==> config.mk <==
export PLATFORM = sky130hd
export DESIGN_NAME = mem_load_stage
export DESIGN_NICKNAME = d
export VERILOG_FILES = /design/src/rtl/mem_load_stage_pkg.sv /design/src/rtl/mem_load_stage_align.sv /design/src/rtl/mem_load_stage.sv
export SDC_FILE = /design/constraint.sdc
export NUM_CORES = 1
export LEC_CHECK = 0
export ABC_AREA = 1
export CAP_MARGIN = 20
export CELL_PAD_IN_SITES_DETAIL_PLACEMENT = 1
export CELL_PAD_IN_SITES_GLOBAL_PLACEMENT = 1
export CORE_ASPECT_RATIO = 0.75
export CORE_MARGIN = 3
export CORE_UTILIZATION = 37
export CTS_BUF_LIST = sky130_fd_sc_hd__clkbuf_8
export CTS_CLUSTER_DIAMETER = 30
export DETAILED_ROUTE_END_ITERATION = 6
export GPL_TIMING_DRIVEN = 0
export PLACE_DENSITY = 0.86
export SKIP_CTS_REPAIR_TIMING = 1
export SLEW_MARGIN = 5
export SYNTH_ARGS = -nofsm -noshare
export SYNTH_HDL_FRONTEND = slang
export SYNTH_HIERARCHICAL = 1
export SYNTH_SLANG_ARGS = --single-unit
==> constraint.sdc <==
create_clock -name clk -period 3.81 [get_ports clk]
set_input_delay 0.762 -clock clk [delete_from_list [all_inputs] [get_ports clk]]
set_output_delay 0.762 -clock clk [all_outputs]
set_load 0.02 [all_outputs]
==> src/rtl/mem_load_stage_pkg.sv <==
// -----------------------------------------------------------------------------
// mem_load_stage_pkg
//   Shared definitions for the MEM load stage: the stage FSM encoding and the
//   load type codes carried from M1. Imported by mem_load_stage and by the
//   load alignment sub-module.
// -----------------------------------------------------------------------------
package mem_load_stage_pkg;

    // EMPTY: nothing held, WAIT: load waiting for dc_rvalid,
    // READY: final result held, DROP: flushed load whose response is discarded
    typedef enum logic [1:0] {
        MS_ST_EMPTY = 2'd0,
        MS_ST_WAIT  = 2'd1,
        MS_ST_READY = 2'd2,
        MS_ST_DROP  = 2'd3
    } ms_state_e;

    // Load type codes; code 7 is treated as LW
    localparam logic [2:0] LDT_LW  = 3'd0;
    localparam logic [2:0] LDT_LB  = 3'd1;
    localparam logic [2:0] LDT_LBU = 3'd2;
    localparam logic [2:0] LDT_LH  = 3'd3;
    localparam logic [2:0] LDT_LHU = 3'd4;
    localparam logic [2:0] LDT_LWL = 3'd5;
    localparam logic [2:0] LDT_LWR = 3'd6;

endpackage

==> src/rtl/mem_load_stage_align.sv <==
// -----------------------------------------------------------------------------
// mem_load_stage_align
//   Combinational load data alignment / extension (little-endian).
//   Ports:
//     i_load_type  load type code (LDT_*)
//     i_addr       low two bits of the effective address
//     i_rdata      raw 32-bit word returned by the DCache
//     i_rt         old rt value, merged in by LWL/LWR
//     o_word       final register-file write data
//   Kept separate so a second MEM lane can reuse it.
// -----------------------------------------------------------------------------
module mem_load_stage_align
    import mem_load_stage_pkg::*;
(
    input  logic [2:0]  i_load_type,
    input  logic [1:0]  i_addr,
    input  logic [31:0] i_rdata,
    input  logic [31:0] i_rt,
    output logic [31:0] o_word
);

    logic [7:0]  w_byte;
    logic [15:0] w_half;

    // Pick the addressed byte and halfword out of the returned word
    always_comb begin
        w_byte = i_rdata[7:0];
        case (i_addr)
            2'd1:    w_byte = i_rdata[15:8];
            2'd2:    w_byte = i_rdata[23:16];
            2'd3:    w_byte = i_rdata[31:24];
            default: w_byte = i_rdata[7:0];
        endcase
        w_half = i_addr[1] ? i_rdata[31:16] : i_rdata[15:0];
    end

    // Extend or merge according to the load type; LWL/LWR keep the rt bytes
    // that the unaligned access does not touch
    always_comb begin
        o_word = i_rdata;
        case (i_load_type)
            LDT_LB:  o_word = {{24{w_byte[7]}}, w_byte};
            LDT_LBU: o_word = {24'h0, w_byte};
            LDT_LH:  o_word = {{16{w_half[15]}}, w_half};
            LDT_LHU: o_word = {16'h0, w_half};
            LDT_LWL: begin
                case (i_addr)
                    2'd0:    o_word = {i_rdata[7:0],  i_rt[23:0]};
                    2'd1:    o_word = {i_rdata[15:0], i_rt[15:0]};
                    2'd2:    o_word = {i_rdata[23:0], i_rt[7:0]};
                    default: o_word = i_rdata;
                endcase
            end
            LDT_LWR: begin
                case (i_addr)
                    2'd0:    o_word = i_rdata;
                    2'd1:    o_word = {i_rt[31:24], i_rdata[31:8]};
                    2'd2:    o_word = {i_rt[31:16], i_rdata[31:16]};
                    default: o_word = {i_rt[31:8],  i_rdata[31:24]};
                endcase
            end
            default: o_word = i_rdata;
        endcase
    end

endmodule

==> src/rtl/mem_load_stage.sv <==
// -----------------------------------------------------------------------------
// mem_load_stage
//   MEM pipeline stage between M1 and WB. Holds one instruction, waits for the
//   DCache read response by handshake (dc_rvalid), aligns load data, and
//   forwards dest/data/ready to the ID bypass network.
//   Ports:
//     clk, resetn            clock, asynchronous active-low reset
//     flush                  kills the held instruction
//     m1s_*                  instruction payload from M1, ms_allowin back-pressure
//     dc_rvalid, dc_rdata    DCache read response (one pulse per load request)
//     ws_allowin             WB accepts
//     ms_to_ws_valid, ms_*   payload to WB
//     fwd_dest/data/ready    bypass information for ID
// -----------------------------------------------------------------------------
module mem_load_stage
    import mem_load_stage_pkg::*;
#(
    parameter int DEST_W      = 5,
    parameter int META_W      = 64,
    parameter bit BYPASS_RESP = 1'b1
) (
    input  logic              clk,
    input  logic              resetn,
    input  logic              flush,
    input  logic              m1s_valid,
    output logic              ms_allowin,
    input  logic [31:0]       m1s_pc,
    input  logic [31:0]       m1s_result,
    input  logic [31:0]       m1s_rt_value,
    input  logic              m1s_load,
    input  logic [2:0]        m1s_load_type,
    input  logic              m1s_gr_we,
    input  logic [DEST_W-1:0] m1s_dest,
    input  logic              m1s_ex,
    input  logic [META_W-1:0] m1s_meta,
    input  logic              dc_rvalid,
    input  logic [31:0]       dc_rdata,
    input  logic              ws_allowin,
    output logic              ms_to_ws_valid,
    output logic [31:0]       ms_pc,
    output logic [31:0]       ms_wdata,
    output logic              ms_gr_we,
    output logic              ms_ex,
    output logic [DEST_W-1:0] ms_dest,
    output logic [META_W-1:0] ms_meta,
    output logic [DEST_W-1:0] fwd_dest,
    output logic [31:0]       fwd_data,
    output logic              fwd_ready
);

    ms_state_e         r_state;
    ms_state_e         w_next_state;

    logic [31:0]       r_pc;
    logic [31:0]       r_wdata;
    logic [31:0]       r_rt;
    logic [2:0]        r_load_type;
    logic              r_gr_we;
    logic [DEST_W-1:0] r_dest;
    logic              r_ex;
    logic [META_W-1:0] r_meta;

    logic              w_out_valid;
    logic              w_fire;
    logic              w_allowin;
    logic              w_accept;
    logic              w_capture;
    logic              w_fwd_live;
    logic              w_fwd_ready;
    logic              w_resp_now;
    logic [31:0]       w_aligned;

    // r_wdata holds the effective address while waiting, so its low bits
    // select the byte lanes until the response overwrites it
    mem_load_stage_align u_align (
        .i_load_type (r_load_type),
        .i_addr      (r_wdata[1:0]),
        .i_rdata     (dc_rdata),
        .i_rt        (r_rt),
        .o_word      (w_aligned)
    );

    // State register
    always_ff @(posedge clk or negedge resetn) begin
        if (!resetn) begin
            r_state <= MS_ST_EMPTY;
        end else begin
            r_state <= w_next_state;
        end
    end

    // Output / handshake decode; flush masks any hand-off to WB in its cycle
    always_comb begin
        w_out_valid = 1'b0;
        w_fwd_live  = 1'b0;
        w_fwd_ready = 1'b0;
        case (r_state)
            MS_ST_WAIT: begin
                w_out_valid = dc_rvalid & BYPASS_RESP & ~flush;
                w_fwd_live  = 1'b1;
                w_fwd_ready = dc_rvalid;
            end
            MS_ST_READY: begin
                w_out_valid = ~flush;
                w_fwd_live  = 1'b1;
                w_fwd_ready = 1'b1;
            end
            default: begin
                w_out_valid = 1'b0;
            end
        endcase
        w_fire     = w_out_valid & ws_allowin;
        w_allowin  = (r_state == MS_ST_EMPTY) | (w_fire & ~flush);
        w_accept   = m1s_valid & w_allowin & ~flush;
        w_resp_now = (r_state == MS_ST_WAIT) & dc_rvalid;
        w_capture  = w_resp_now & ~w_fire & ~flush;
    end

    // Next-state logic
    always_comb begin
        w_next_state = r_state;
        case (r_state)
            MS_ST_EMPTY: begin
                if (w_accept)
                    w_next_state = (m1s_load & ~m1s_ex) ? MS_ST_WAIT : MS_ST_READY;
            end
            MS_ST_WAIT: begin
                if (flush)
                    w_next_state = dc_rvalid ? MS_ST_EMPTY : MS_ST_DROP;
                else if (w_accept)
                    w_next_state = (m1s_load & ~m1s_ex) ? MS_ST_WAIT : MS_ST_READY;
                else if (w_fire)
                    w_next_state = MS_ST_EMPTY;
                else if (dc_rvalid)
                    w_next_state = MS_ST_READY;
            end
            MS_ST_READY: begin
                if (flush)
                    w_next_state = MS_ST_EMPTY;
                else if (w_accept)
                    w_next_state = (m1s_load & ~m1s_ex) ? MS_ST_WAIT : MS_ST_READY;
                else if (w_fire)
                    w_next_state = MS_ST_EMPTY;
            end
            MS_ST_DROP: begin
                if (dc_rvalid)
                    w_next_state = MS_ST_EMPTY;
            end
            default: w_next_state = MS_ST_EMPTY;
        endcase
    end

    // Payload register; a response that WB could not take is written over
    // the stored address so the held result is final
    always_ff @(posedge clk or negedge resetn) begin
        if (!resetn) begin
            r_pc        <= '0;
            r_wdata     <= '0;
            r_rt        <= '0;
            r_load_type <= '0;
            r_gr_we     <= 1'b0;
            r_dest      <= '0;
            r_ex        <= 1'b0;
            r_meta      <= '0;
        end else if (w_accept) begin
            r_pc        <= m1s_pc;
            r_wdata     <= m1s_result;
            r_rt        <= m1s_rt_value;
            r_load_type <= m1s_load_type;
            r_gr_we     <= m1s_gr_we;
            r_dest      <= m1s_dest;
            r_ex        <= m1s_ex;
            r_meta      <= m1s_meta;
        end else if (w_capture) begin
            r_wdata     <= w_aligned;
        end
    end

    assign ms_allowin     = w_allowin;
    assign ms_to_ws_valid = w_out_valid;
    assign ms_pc          = r_pc;
    assign ms_wdata       = w_resp_now ? w_aligned : r_wdata;
    assign ms_gr_we       = r_gr_we;
    assign ms_ex          = r_ex;
    assign ms_dest        = r_dest;
    assign ms_meta        = r_meta;
    assign fwd_dest       = (w_fwd_live & r_gr_we) ? r_dest : '0;
    assign fwd_data       = ms_wdata;
    assign fwd_ready      = w_fwd_ready;

    // A response with no load outstanding means the DCache lost track
    a_no_stray_rvalid: assert property (@(posedge clk) disable iff (!resetn)
        !(dc_rvalid && ((r_state == MS_ST_EMPTY) || (r_state == MS_ST_READY))));

endmodule
==> summary.md <==
| Metric | Value |
|---|---|
| Max clock buf depth | 2 |
| Worst vdd ir | between 0.6 and 0.7 mV |
| Synth Cell Area | 0.0106 mm2 |
| Worst Setup End Kind | output pin |
| Reg2reg end | r_wdata[29]$_DFFE_PN0P_ |
| TritonCTS clock tree | built |
| Post-Synth XOR/XNOR Area | 0 |
| Crit-path slowest cell | clkdlybuf4s50_1 |
| Drt initial violations | between 700 and 800 |
| Outcome | finished, violations left |
| Tcrit/Tclk final | 1.05 |
| Worst Max-Slew Pin Slew | 0.631 ns |
| Fin crit period | 4.01 ns |
| CP top delay family | buffers and inverters |
| Pre-antenna DRT Iters | 5 |
| # IOs | around 380 |
| R2r startpoint | r_state[1]$_DFFE_PN0P_ |
| Crit path from | dc_rdata[7] |
| Finish-stage setup viols | 4 |
| Post-DP HPWL | approximately 38000 um |
| TritonCTS buffer count | 17 |
| Hold Path Class | in2async |
| Ant diodes | 0 |
| Die ar. | 0.0308 mm2 |
| Post-DR vias/cell | around 5.2 |
| Congestion Overflow GR | 0 |
| CORE AREA | 0.0282 mm2 |
| EDFF count, synth | 0 |
| Crit-path cells | clkdlybuf4s50_1 > inv_1 > nand2_1 > nand3_1 > nand2_2 > nand2_2 > buf_4 > nand3_1 > nand2_1 > o21ai_0 > buf_4 > clkdlybuf4s50_1 |
| Largest net degree at the start of global routing | around 110 |
| Initial antenna violation count | 5 |
| Global-route wire length before repair | approximately 70000 um |
| CTS clk-pin slew, worst paths | around 0.1 ns |
| Critical path's largest stage delay | between 0.5 and 0.6 ns |
| Number of buffers added on ports | about 380 |
| Hold slack | ~0.17 ns |
| R2R cell count | 9 |
| Max-Cap Viols | 0 |
| Mux cell area share after synthesis | 0.188 |
| Max-Slew Margin vs Limit | 0.579 |
| Critical path data arrival time | 3.24 ns |
| Leading area contributor after synthesis | dfrtp_1 |
| CP bufs+invs | 5 |
| Yosys warns | 6 |
| Seq cells post-synth | roughly 170 |
| Primary FF master, synth | dfrtp_1 |
| Lkg Pwr | 7.99 nW |
| CTS HTree Levels | 4 |
| Layout cell share with drive strength beyond 1 | 0.236 |
| Setup Crit Path Kind | in2out |
| Root Buffer | clkbuf_8 |
| Post-synth net total | between 1000 and 1500 |
| Critical path required time | just over 3 ns |
| Skew final | around 0.031 ns |
| Die W | slightly above 200 um |
| Vias | 10300 |
| Die extent in y | about 150 um |
| WL final | about 48000 um |
| Syn avg cell area | between 9 and 10 um2 |
| Register area | 0.00431 mm2 |
| Std-Cell Rows | 53 |
| Power Density | roughly 940 mW/mm2 |
| Ys async rst share | 1.00 |
| Worst setup SP type | primary input |
| Fill cell count | roughly 3200 |
| Synth Area in Adders | 0.00589 |
| Footprint of the multi-input gates | 0.00531 mm2 |
| Initial Util | 0.377 |
| GRT Util Overall | 0.301 |
| Final #Nets | between 1500 and 2000 |
| Worst skew pair latency | ~0.50 ns |
| Yosys cell types | 32 |
| Syn Inst Count | roughly 1200 |
| Pins Over Slew Limit | 0 |
| Final Hold Viols | 0 |
| Seq/Total Area, Yosys | 0.405 |
| Routability cong. | around 0.97 |
| Worst path depth | 12 |
| Clk sink count | between 150 and 200 |
| Synth top area cells | dfrtp_1, mux2_4, nand2_1, nand3_1, inv_1 |
| Detailed-route wire length per cell | about 24 um |
| Failing checks | negative setup slack |
| RSZ-0062 raised after global routing | yes |
| Fin worst setup slack | -0.195 ns |
| Overall power | between 10 and 15 mW |
| Area Overhead vs Synth | 46.9% |
| FMAX | approximately 250 MHz |
| Critical Path End | ms_wdata[15] |
| Drt drc | 0 |
| Simple-gate area share of the yosys netlist | 0.214 |
| Worst-path maximum fanout | 10 |
| Synth Area in Compound Gates | 0.0815 |
| Antenna violation net count after detailed routing | 0 |
| Yosys top cell area share | 0.405 |
| Vias in the first global route | 11300 |
| R2r setup slk | about 1.4 ns |
| Largest family of logic cells by synthesized area | simple AND/OR/NAND/NOR gates |
## worst register-to-register path, stage by stage (launching register included)
cell	delay, ns
dfrtp_1	0.43
inv_1	0.12
ha_1	0.19
nand2_1	0.10
inv_1	0.35
nand3_1	0.22
inv_1	0.28
clkbuf_1	0.42
nand3_1	0.17
o221ai_1	0.10
## per-stage QoR
stage / cell area (um2) / setup slack (ns) / std cells / util / TNS (ns)
detailed placement: 15000 / -0.734 / 1929 / 0.531 / -30.41
floorplan: 10600 / 0.892 / 1160 / - / 0
global route: 15600 / -0.290 / 1965 / 0.554 / -0.889
global placement: 14900 / -5.46 / 1928 / 0.530 / -961.91
finish: 15600 / -0.195 / 1965 / 0.554 / -0.419
CTS: 15400 / -0.743 / 1961 / 0.545 / -31.19
## worst min-delay path by stage
stage | slack (ns) | from | end | depth (start not counted)
after global placement | 0.49 | r_rt[30]$_DFFE_PN0P_ | r_rt[30]$_DFFE_PN0P_ | 1
final | 0.17 | resetn | r_rt[7]$_DFFE_PN0P_ | 1
after CTS | 0.18 | resetn | r_rt[7]$_DFFE_PN0P_ | 1
after floorplan | 0.47 | resetn | ms_dest[0]$_DFFE_PN0P_ | 0
after detailed placement | 0.49 | ms_meta[63]$_DFFE_PN0P_ | ms_meta[63]$_DFFE_PN0P_ | 1
after global routing | 0.22 | resetn | r_rt[7]$_DFFE_PN0P_ | 1
## placed cells by master, fill, tap and decap left out, types with 2 or more instances in the layout
master and n:
a21oi_1 16, a21oi_2 5, buf_2 14, buf_4 46
buf_6 19, clkbuf_1 7, clkbuf_2 21, clkbuf_4 7
clkbuf_8 19, clkdlybuf4s50_1 319, clkinvlp_4 3, dfrtp_1 171
dlymetal6s2s_1 48, ha_1 5, inv_1 110, inv_2 9
inv_4 3, inv_6 3, inv_8 4, mux2_4 133
nand2_1 244, nand2_2 8, nand2_4 3, nand3_1 95
nand3_2 12, nand3_4 2, nand3b_1 10, nand4_1 3
nor2_1 89, nor2_2 28, nor2_4 6, o211ai_1 4
o21ai_0 49, o21ai_1 13, o21ai_2 10, o221ai_1 22
o221ai_2 10, or2_0 2
## cells by family (layout without fill, tap and decap cells)
logic type,count (synthesis),count (layout)
and+or+nand+nor,504,504
DFF,172,172
muxes,133,133
adders and majority gates,5,5
AOI/OAI and AO/OA,130,130
buffers and inverters,216,636
## where the power goes
group          switching (mW)  leakage [nW]  internal [mW]
Sequential              0.687          2.05           2.75
Combinational            5.51          5.74           4.34
Clock                   0.791         0.200          0.571
## flip-flops by register name (all words and copies together), names as in the netlist
signal       cells
r_wdata         32
ms_dest          5
r_state          2
r_load_type      3
ms_meta         64
ms_ex            1
r_rt            32
ms_gr_we         1
ms_pc           32
## cell type report
cell class | count | area share
Sequential cell | 172 | 0.276
Clock inverter | 13 | 0.00841
Clock buffer | 19 | 0.0167
Multi-Input combinational cell | 772 | 0.340
Tap cell | 385 | 0.0308
Timing Repair Buffer | 389 | 0.253
Buffer | 95 | 0.0457
Inverter | 120 | 0.0293
## routing by layer
layer	GRT usage	vias to the layer above	part of all wire
li1	-	4585	-
met5	0	-	0.0015
met2	0.498	464	0.48
met4	0.115	10	0.034
met3	0.101	105	0.081
met1	0.365	5117	0.41
## Yosys cell counts (3+ instances only)
| cell type | number |
|---|---|
| nand4_1 | 3 |
| a21oi_1 | 16 |
| mux2_4 | 133 |
| buf_4 | 38 |
| clkbuf_1 | 14 |
| nor2_1 | 96 |
| dfrtp_1 | 172 |
| buf_1 | 4 |
| buf_2 | 21 |
| inv_1 | 109 |
| nand3_2 | 14 |
| nand2_1 | 247 |
| nand2_2 | 5 |
| nand2_4 | 3 |
| a21oi_2 | 5 |
| o221ai_1 | 22 |
| o21ai_1 | 10 |
| inv_2 | 10 |
| o211ai_1 | 4 |
| nand3b_1 | 10 |
| buf_6 | 19 |
| ha_1 | 5 |
| nand3_1 | 95 |
| nor2_2 | 26 |
| o221ai_2 | 10 |
| o21ai_0 | 62 |
No activity file was read; power rests on OpenSTA's default activity.
